--- src/rtl/inst_buffer_if.sv ---
// Fetch/Dispatch-facing bundle of the instruction buffer.
// Packets are opaque PKT_W-bit words; slot 0 is always the oldest.
interface inst_buffer_if #(
  parameter int N     = 2,
  parameter int DEPTH = 16,
  parameter int PKT_W = 64
);
  localparam int SB_W     = $clog2(N + 1);
  localparam int CNT_BITS = $clog2(DEPTH + 1);

  // Push handshake: inst_valid may never exceed the inst_buffer_spots
  // advertised in the same cycle. Pop handshake: whatever dispatch_valid
  // shows is consumed at the next rising edge, with no separate ack.
  logic                       restore_valid;
  logic [SB_W-1:0]            inst_valid;
  logic [N-1:0][PKT_W-1:0]    inst_buffer_inputs;
  logic [SB_W-1:0]            inst_buffer_spots;
  logic [SB_W-1:0]            dispatch_spots;
  logic [N-1:0][PKT_W-1:0]    dispatch_packets;
  logic [SB_W-1:0]            dispatch_valid;
  logic [CNT_BITS-1:0]        count_out;

  modport master (
    output restore_valid, inst_valid, inst_buffer_inputs, dispatch_spots,
    input  inst_buffer_spots, dispatch_packets, dispatch_valid, count_out
  );

  modport slave (
    input  restore_valid, inst_valid, inst_buffer_inputs, dispatch_spots,
    output inst_buffer_spots, dispatch_packets, dispatch_valid, count_out
  );
endinterface

--- src/rtl/inst_buffer.sv ---
// Circular FIFO between Fetch and Dispatch: up to N pushes and N show-ahead
// pops per cycle, flushed completely on a branch-stack restore.
module inst_buffer #(
  parameter int N     = 2,
  parameter int DEPTH = 16,
  parameter int PKT_W = 64
) (
  input logic          clock,
  input logic          reset,
  inst_buffer_if.slave bus
);
  localparam int SB_W     = $clog2(N + 1);
  localparam int CNT_BITS = $clog2(DEPTH + 1);
  localparam int PTR_W    = $clog2(DEPTH);
  localparam logic [CNT_BITS-1:0] N_C     = CNT_BITS'(N);
  localparam logic [CNT_BITS-1:0] DEPTH_C = CNT_BITS'(DEPTH);

  logic [PKT_W-1:0]    mem_q [DEPTH];
  logic [PTR_W-1:0]    head_q, head_d;
  logic [PTR_W-1:0]    tail_q, tail_d;
  logic [CNT_BITS-1:0] count_q, count_d;

  logic [CNT_BITS-1:0] free_c;
  logic [CNT_BITS-1:0] spots_c;
  logic [CNT_BITS-1:0] want_pop_c;
  logic [CNT_BITS-1:0] pop_c;
  logic [CNT_BITS-1:0] want_push_c;
  logic [CNT_BITS-1:0] push_c;

  // Credit to Fetch depends on registered occupancy only, so same-cycle pops
  // never loop back into the push decision.
  always_comb begin
    free_c  = DEPTH_C - count_q;
    spots_c = (free_c < N_C) ? free_c : N_C;
  end

  always_comb begin
    want_pop_c = CNT_BITS'(bus.dispatch_spots);
    if (want_pop_c > N_C) want_pop_c = N_C;
    pop_c = (count_q < want_pop_c) ? count_q : want_pop_c;
    if (bus.restore_valid) pop_c = '0;

    // An illegal over-push is clamped; the excess high slots are dropped.
    want_push_c = CNT_BITS'(bus.inst_valid);
    push_c      = (want_push_c < spots_c) ? want_push_c : spots_c;
    if (bus.restore_valid) push_c = '0;
  end

  always_comb begin
    bus.dispatch_packets = '0;
    for (int i = 0; i < N; i++) begin
      if (CNT_BITS'(i) < pop_c) begin
        bus.dispatch_packets[i] = mem_q[head_q + PTR_W'(i)];
      end
    end
  end

  assign bus.dispatch_valid    = SB_W'(pop_c);
  assign bus.inst_buffer_spots = SB_W'(spots_c);
  assign bus.count_out         = count_q;

  always_comb begin
    head_d  = head_q + PTR_W'(pop_c);
    tail_d  = tail_q + PTR_W'(push_c);
    count_d = count_q + push_c - pop_c;
    if (bus.restore_valid) begin
      head_d  = '0;
      tail_d  = '0;
      count_d = '0;
    end
  end

  always_ff @(posedge clock or negedge reset) begin
    if (!reset) begin
      head_q  <= '0;
      tail_q  <= '0;
      count_q <= '0;
    end else begin
      head_q  <= head_d;
      tail_q  <= tail_d;
      count_q <= count_d;
    end
  end

  // Storage carries no reset; occupancy alone decides what is visible.
  always_ff @(posedge clock) begin
    for (int i = 0; i < N; i++) begin
      if (CNT_BITS'(i) < push_c) begin
        mem_q[tail_q + PTR_W'(i)] <= bus.inst_buffer_inputs[i];
      end
    end
  end

  always @(posedge clock) begin
    if (reset) begin
      if (!bus.restore_valid) begin
        assert (CNT_BITS'(bus.inst_valid) <= spots_c);
      end
      assert (count_q <= DEPTH_C);
      assert ((count_q == DEPTH_C) ||
              (CNT_BITS'(PTR_W'(tail_q - head_q)) == count_q));
    end
  end
endmodule

--- src/flat_wrapper.sv ---
// flat-port wrapper written by rule: the top's interface ports become plain ports
module inst_buffer_flat 
#(
  parameter int N     = 2,
  parameter int DEPTH = 16,
  parameter int PKT_W = 64
)
  (clock, reset, bus_restore_valid, bus_inst_valid, bus_inst_buffer_inputs, bus_dispatch_spots, bus_inst_buffer_spots, bus_dispatch_packets, bus_dispatch_valid, bus_count_out);
  inst_buffer_if #(.N(N), .DEPTH(DEPTH), .PKT_W(PKT_W)) bus_i ();
  input logic clock;
  input logic reset;
  input wire logic [$bits(bus_i.restore_valid)-1:0] bus_restore_valid;
  input wire logic [$bits(bus_i.inst_valid)-1:0] bus_inst_valid;
  input wire logic [$bits(bus_i.inst_buffer_inputs)-1:0] bus_inst_buffer_inputs;
  input wire logic [$bits(bus_i.dispatch_spots)-1:0] bus_dispatch_spots;
  output wire logic [$bits(bus_i.inst_buffer_spots)-1:0] bus_inst_buffer_spots;
  output wire logic [$bits(bus_i.dispatch_packets)-1:0] bus_dispatch_packets;
  output wire logic [$bits(bus_i.dispatch_valid)-1:0] bus_dispatch_valid;
  output wire logic [$bits(bus_i.count_out)-1:0] bus_count_out;
  assign bus_i.restore_valid = bus_restore_valid;
  assign bus_i.inst_valid = bus_inst_valid;
  assign bus_i.inst_buffer_inputs = bus_inst_buffer_inputs;
  assign bus_i.dispatch_spots = bus_dispatch_spots;
  assign bus_inst_buffer_spots = bus_i.inst_buffer_spots;
  assign bus_dispatch_packets = bus_i.dispatch_packets;
  assign bus_dispatch_valid = bus_i.dispatch_valid;
  assign bus_count_out = bus_i.count_out;
  inst_buffer #(.N(N), .DEPTH(DEPTH), .PKT_W(PKT_W)) u_core (.clock(clock), .reset(reset), .bus(bus_i));
endmodule
--- config.mk ---
export PLATFORM = sky130hd
export DESIGN_NAME = inst_buffer_flat
export DESIGN_NICKNAME = d
export VERILOG_FILES = /design/src/rtl/inst_buffer_if.sv /design/src/rtl/inst_buffer.sv /design/src/flat_wrapper.sv
export SDC_FILE = /design/constraint.sdc
export NUM_CORES = 2
export LEC_CHECK = 0
export BUFFER_PORTS_ARGS = -buffer_cell sky130_fd_sc_hd__buf_2
export CAP_MARGIN = 20
export CORE_ASPECT_RATIO = 0.75
export CORE_MARGIN = 2
export CORE_UTILIZATION = 55
export DETAILED_ROUTE_END_ITERATION = 12
export PLACE_DENSITY = 0.72
export SYNTH_ARGS = -nofsm -noshare
export SYNTH_HDL_FRONTEND = slang
export SYNTH_SLANG_ARGS = --single-unit
--- constraint.sdc ---
create_clock -name clock -period 15.2 [get_ports clock]
set_clock_uncertainty 0.1 [all_clocks]
set_input_delay 3.04 -clock clock [delete_from_list [all_inputs] [get_ports clock]]
set_output_delay 3.04 -clock clock [all_outputs]
set_load 0.05 [all_outputs]
After elaboration in Yosys (flattened, before gate mapping)
Memory sizes are Yosys's and may differ from the RTL's. Cells that the tools add are included.

Bits in writable memories: 1024. Flip-flop bits (word level): 13. Input bits: 135. Memories kept: 1. Word-level logic and storage cells: 34.

Memories: u_core.mem_q (words 16, bits a word 64, rd ports 2, clocked after memory_dff 0, write ports 2, RTL line inst_buffer.sv:18) `logic [PKT_W-1:0] mem_q [DEPTH];`.

Multiplexer cells: 15. Magnitude comparators: 8. $add $sub $neg: 7.

Operators by type and width (count): $mux W64 (2); $mux W5 (6); $lt A1 B5 Y1 const A (4); $add A4 B1 Y4 const B (2); $add A4 B4 Y4 (2); $mux W4 (2); $add A5 B5 Y5 (1); $lt A2 B5 Y1 (1); $lt A5 B2 Y1 (1); $lt A5 B2 Y1 const B (1); $sub A5 B5 Y5 (1); $sub A5 B5 Y5 const A (1); $mux W1 (4); $gt A2 B2 Y1 const B (1); $mux W2 (1).

Depth between registers and ports, before layout
Depth in word-level cells: 9. Gate-level depth with buffers: 17.

Worst setup path after synthesis
Ideal clock, no wire load.

Path kind: in2reg. From: input bus_restore_valid. To: memory u_core.mem_q[0][0] (enable). Data arrival time: 9.962 ns. Slack: 4.477 ns. Data required time: 14.439 ns. Setup time: 0.661 ns. Stages: 4. Path buffers: 1. Path through: clkbuf_1 nor2_1 o21ai_0 o41ai_1.

RTL lines: from (decl) (RTL line flat_wrapper.sv:12) `input wire logic [$bits(bus_i.restore_valid)-1:0] bus_restore_valid;`; to (decl) (RTL line inst_buffer.sv:18).

Worst setup path after layout
From: input bus_dispatch_spots[1]. To: output bus_dispatch_packets[20].

Longest elaborated chain between the ends: 7.

Ends and longest elaborated chain: from (decl) (RTL line flat_wrapper.sv:15) `input wire logic [$bits(bus_i.dispatch_spots)-1:0] bus_dispatch_spots;`; $gt A2 B2 Y1 (RTL line inst_buffer.sv:39) `if (want_pop_c > N_C) want_pop_c = N_C;`; $mux W2 (*) (RTL line inst_buffer.sv:39); $lt A5 B2 Y1 (RTL line inst_buffer.sv:40) `pop_c = (count_q < want_pop_c) ? count_q : want_pop_c;`; $mux W5 (*) (RTL line inst_buffer.sv:40); $mux W5 (*) (RTL line inst_buffer.sv:41) `if (bus.restore_valid) pop_c = '0;`; $lt A1 B5 Y1 (*) (RTL line inst_buffer.sv:52) `if (CNT_BITS'(i) < pop_c) begin`; $mux W64 (*) (RTL line inst_buffer.sv:52); to (decl) (RTL line flat_wrapper.sv:17) `output wire logic [$bits(bus_i.dispatch_packets)-1:0] bus_dispatch_packets;`.

Every way passes the cells marked *; elsewhere a longest branch is shown, timed or not.

==> results.ini <==
[timing]
final-hold-violation-count=0
slew_headroom_pct=20.1
setup_viol=0
period_minus_slack_ns=9.75
fmax_mhz=103
slew_violations=0
rsz0062_at_grt=no
fin_setup_tns_ns=0
final.period_utilization_pct=64.1
worst_pin_slew_ns=1.20

[setup_path]
cp_slowest_stage_delay_ns=0.78
cp_num_buf_inv=5
crit_fanout=66
critical_path_required_ns=12.06
start_kind=input pin
crit_arrival_ns=6.61
endpoint_kind=primary output
cp_slowest_cell=a21o_4
path_cells=buf_2 > inv_1 > ha_1 > or4_1 > o21ai_0 > a21o_4 > inv_1 > nor2_4 > buf_4 > nor2b_1 > buf_2
criticalPathCategory=input pin to primary output
critPathTopFamily=buffers and inverters

[die]
start_util_pct=55.3
die_h_um=291
rows=105
core_area_mm2=0.109
die_x_um=387
ios=272
die_area_mm2=0.113

[power]
cellPowerDensity_mw_per_mm2=145
p_leak_nw=20.9
irDropWorstVdd_mv=0.141
power_w=0.00961

[clock_network]
numCtsBuffers=107
hold_buffers=0
insertion_delay_ns=0.71
clock_tree.root_cell=clkbuf_16
cts.sinks=1037
path_clk_slew_ns=0.07
cts_setup_buffers=0
cts_tree=yes
cts_buffer_depth=3
cts_resized=0
cts_max_level=3

[drt]
wl_um=191000
vias=37600
ant_nets=0
drc=0
firstDrtPassIters=6
drtIter0Drc=5254
viasPerCell=7.42
wl_per_cell_um=37.8

[yosys]
syn_avg_cell_area_um2=17.5
yosysTopAreaCellShare_pct=50.9
synth-edff-count=1024
synth_adder_area_share_pct=0.489
muxShareOfSynthArea_pct=40.6
syn_area_mm2=0.0604
ys_warn_count=0
yosysTopAreaCell=edfxtp_1
ys_ff_latch=1037
synth_flop_cell=edfxtp_1
syn_inst=3456
synth_compound_area_share_pct=2.49
synthArstFlopShare_pct=1.25
synthSimpleGateAreaFrac_pct=1.50
synth_top_family_by_area=multiplexers
synthTopCellsByArea=edfxtp_1 51%, mux4_2 21%, mux2_2 17%
ys_seq_area_share_pct=51.4
synth_xor_area_share_pct=0.145
synth_cell_types=44

[final_layout]
fillers=7864
final_cell_mix=1024 x edfxtp_1, 921 x mux2_2, 576 x mux4_2
final_common_cell=edfxtp_1
fin_nets=3681
finalNonFillerCells=5068
drive_gt1_share_pct=57.0
final_util_pct=60.6
synthToLayoutAreaGrowth_pct=9.44

[global_routing]
grt_pass1_wl_um=274000
antenna_found_initial=32
grt_max_degree=172
grt-ovfl-total=0
grt_pass1_vias=38400
grt_usage_pct=33.8

[worst_hold_path]
min_path_type=flop to flop

[place]
dpl.cell_count=4861
dpl.hpwl_um=105000
place.gp.congestion=0.861
port-buffer-count=271

[flow_run]
cap_violations=0

[outcome]
status=completed

-- flip-flops by register name (all words and copies together), names as in the netlist --
name and cells:
u_core.mem_q 1024, u_core.bus.count_out 5, u_core.head_q 4, u_core.tail_q 4
-- final timing paths --
kind | cells after the start | slack (ns) | endpoint | from
worst max-delay path | 11 | 5.45 | bus_dispatch_packets[20] | bus_dispatch_spots[1]
worst min-delay path | 2 | 0.57 | u_core.tail_q[3]$_DFF_PN0_ | u_core.tail_q[3]$_DFF_PN0_
worst max register to register | 10 | 10.02 | u_core.mem_q[13][35]$_DFFE_PP_ | u_core.bus.count_out[0]$_DFF_PN0_
worst min register to register | 2 | 0.57 | u_core.tail_q[3]$_DFF_PN0_ | u_core.tail_q[3]$_DFF_PN0_
max in group asynchronous | 1 | 12.61 | u_core.head_q[2]$_DFF_PN0_ | reset
min in group asynchronous | 1 | 2.12 | u_core.bus.count_out[1]$_DFF_PN0_ | reset
-- tightest hold or removal path: stages, from the launching register on --
cell and delay [ns]:
dfrtp_1 0.45, xor2_1 0.10, nor2_1 0.08
-- power by group --
group          switching [W]  internal, W  leakage, nW
clock                0.00116      0.00145         1.65
sequential          0.000128      0.00331         9.41
combinational        0.00207      0.00148         9.79
total                0.00336      0.00624         20.9
-- layer usage --
metal	wire length (µm)	up-vias	part of all wire (%)	track usage [%]
met3	21700	579	11	8.29
li1	-	14500	-	-
met5	162	-	0.085	0
met4	8900	26	4.7	15.4
met1	68400	19500	36	44.1
met2	92300	2882	48	54.1
-- metrics by stage --
step	area (µm²)	hold WS, ns	worst slack, ns
2_1_floorplan	60400	0.451	4.48
3_3_place_gp	62600	0.497	5.64
3_5_place_dp	62700	0.538	5.42
4_1_cts	66100	0.558	5.41
5_1_grt	66100	0.594	5.14
6_report	66100	0.571	5.45
-- cells in the mapped netlist (all sizes together) (6+ instances only) --
cell	instances
edfxtp	1024
xnor2	6
mux4	576
inv	18
dfrtp	13
a21oi	76
clkbuf	227
nand2b	6
ha	14
buf	181
nor2b	69
nor2	18
fa	6
a22oi	128
mux2	1026
nor3	15
o21ai	7
-- cell type report --
class                   instances  area, µm²  area share, %
flip-flops and latches       1037      31100           47.0
multi-input cells            1996      27600           41.7
clock buffers                 123       2760           4.17
repair buffers                365       2110           3.19
well taps                    1444       1810           2.73
clock inverters                67        634          0.960
inverters                      19       76.3          0.115
diodes                         17       42.5         0.0644
-- kinds of logic (layout without fill, tap and decap cells) --
family / count (synthesis) / in the layout
adders and majority gates: 20 / 20
and+or+nand+nor: 131 / 131
other: 2 / 23
xor gates and xnor gates: 10 / 10
muxes: 1602 / 1602
buffers and inverters: 427 / 574
AOI/OAI and AO/OA: 227 / 227
DFF: 1037 / 1037
(Power assumes the default switching activity.)
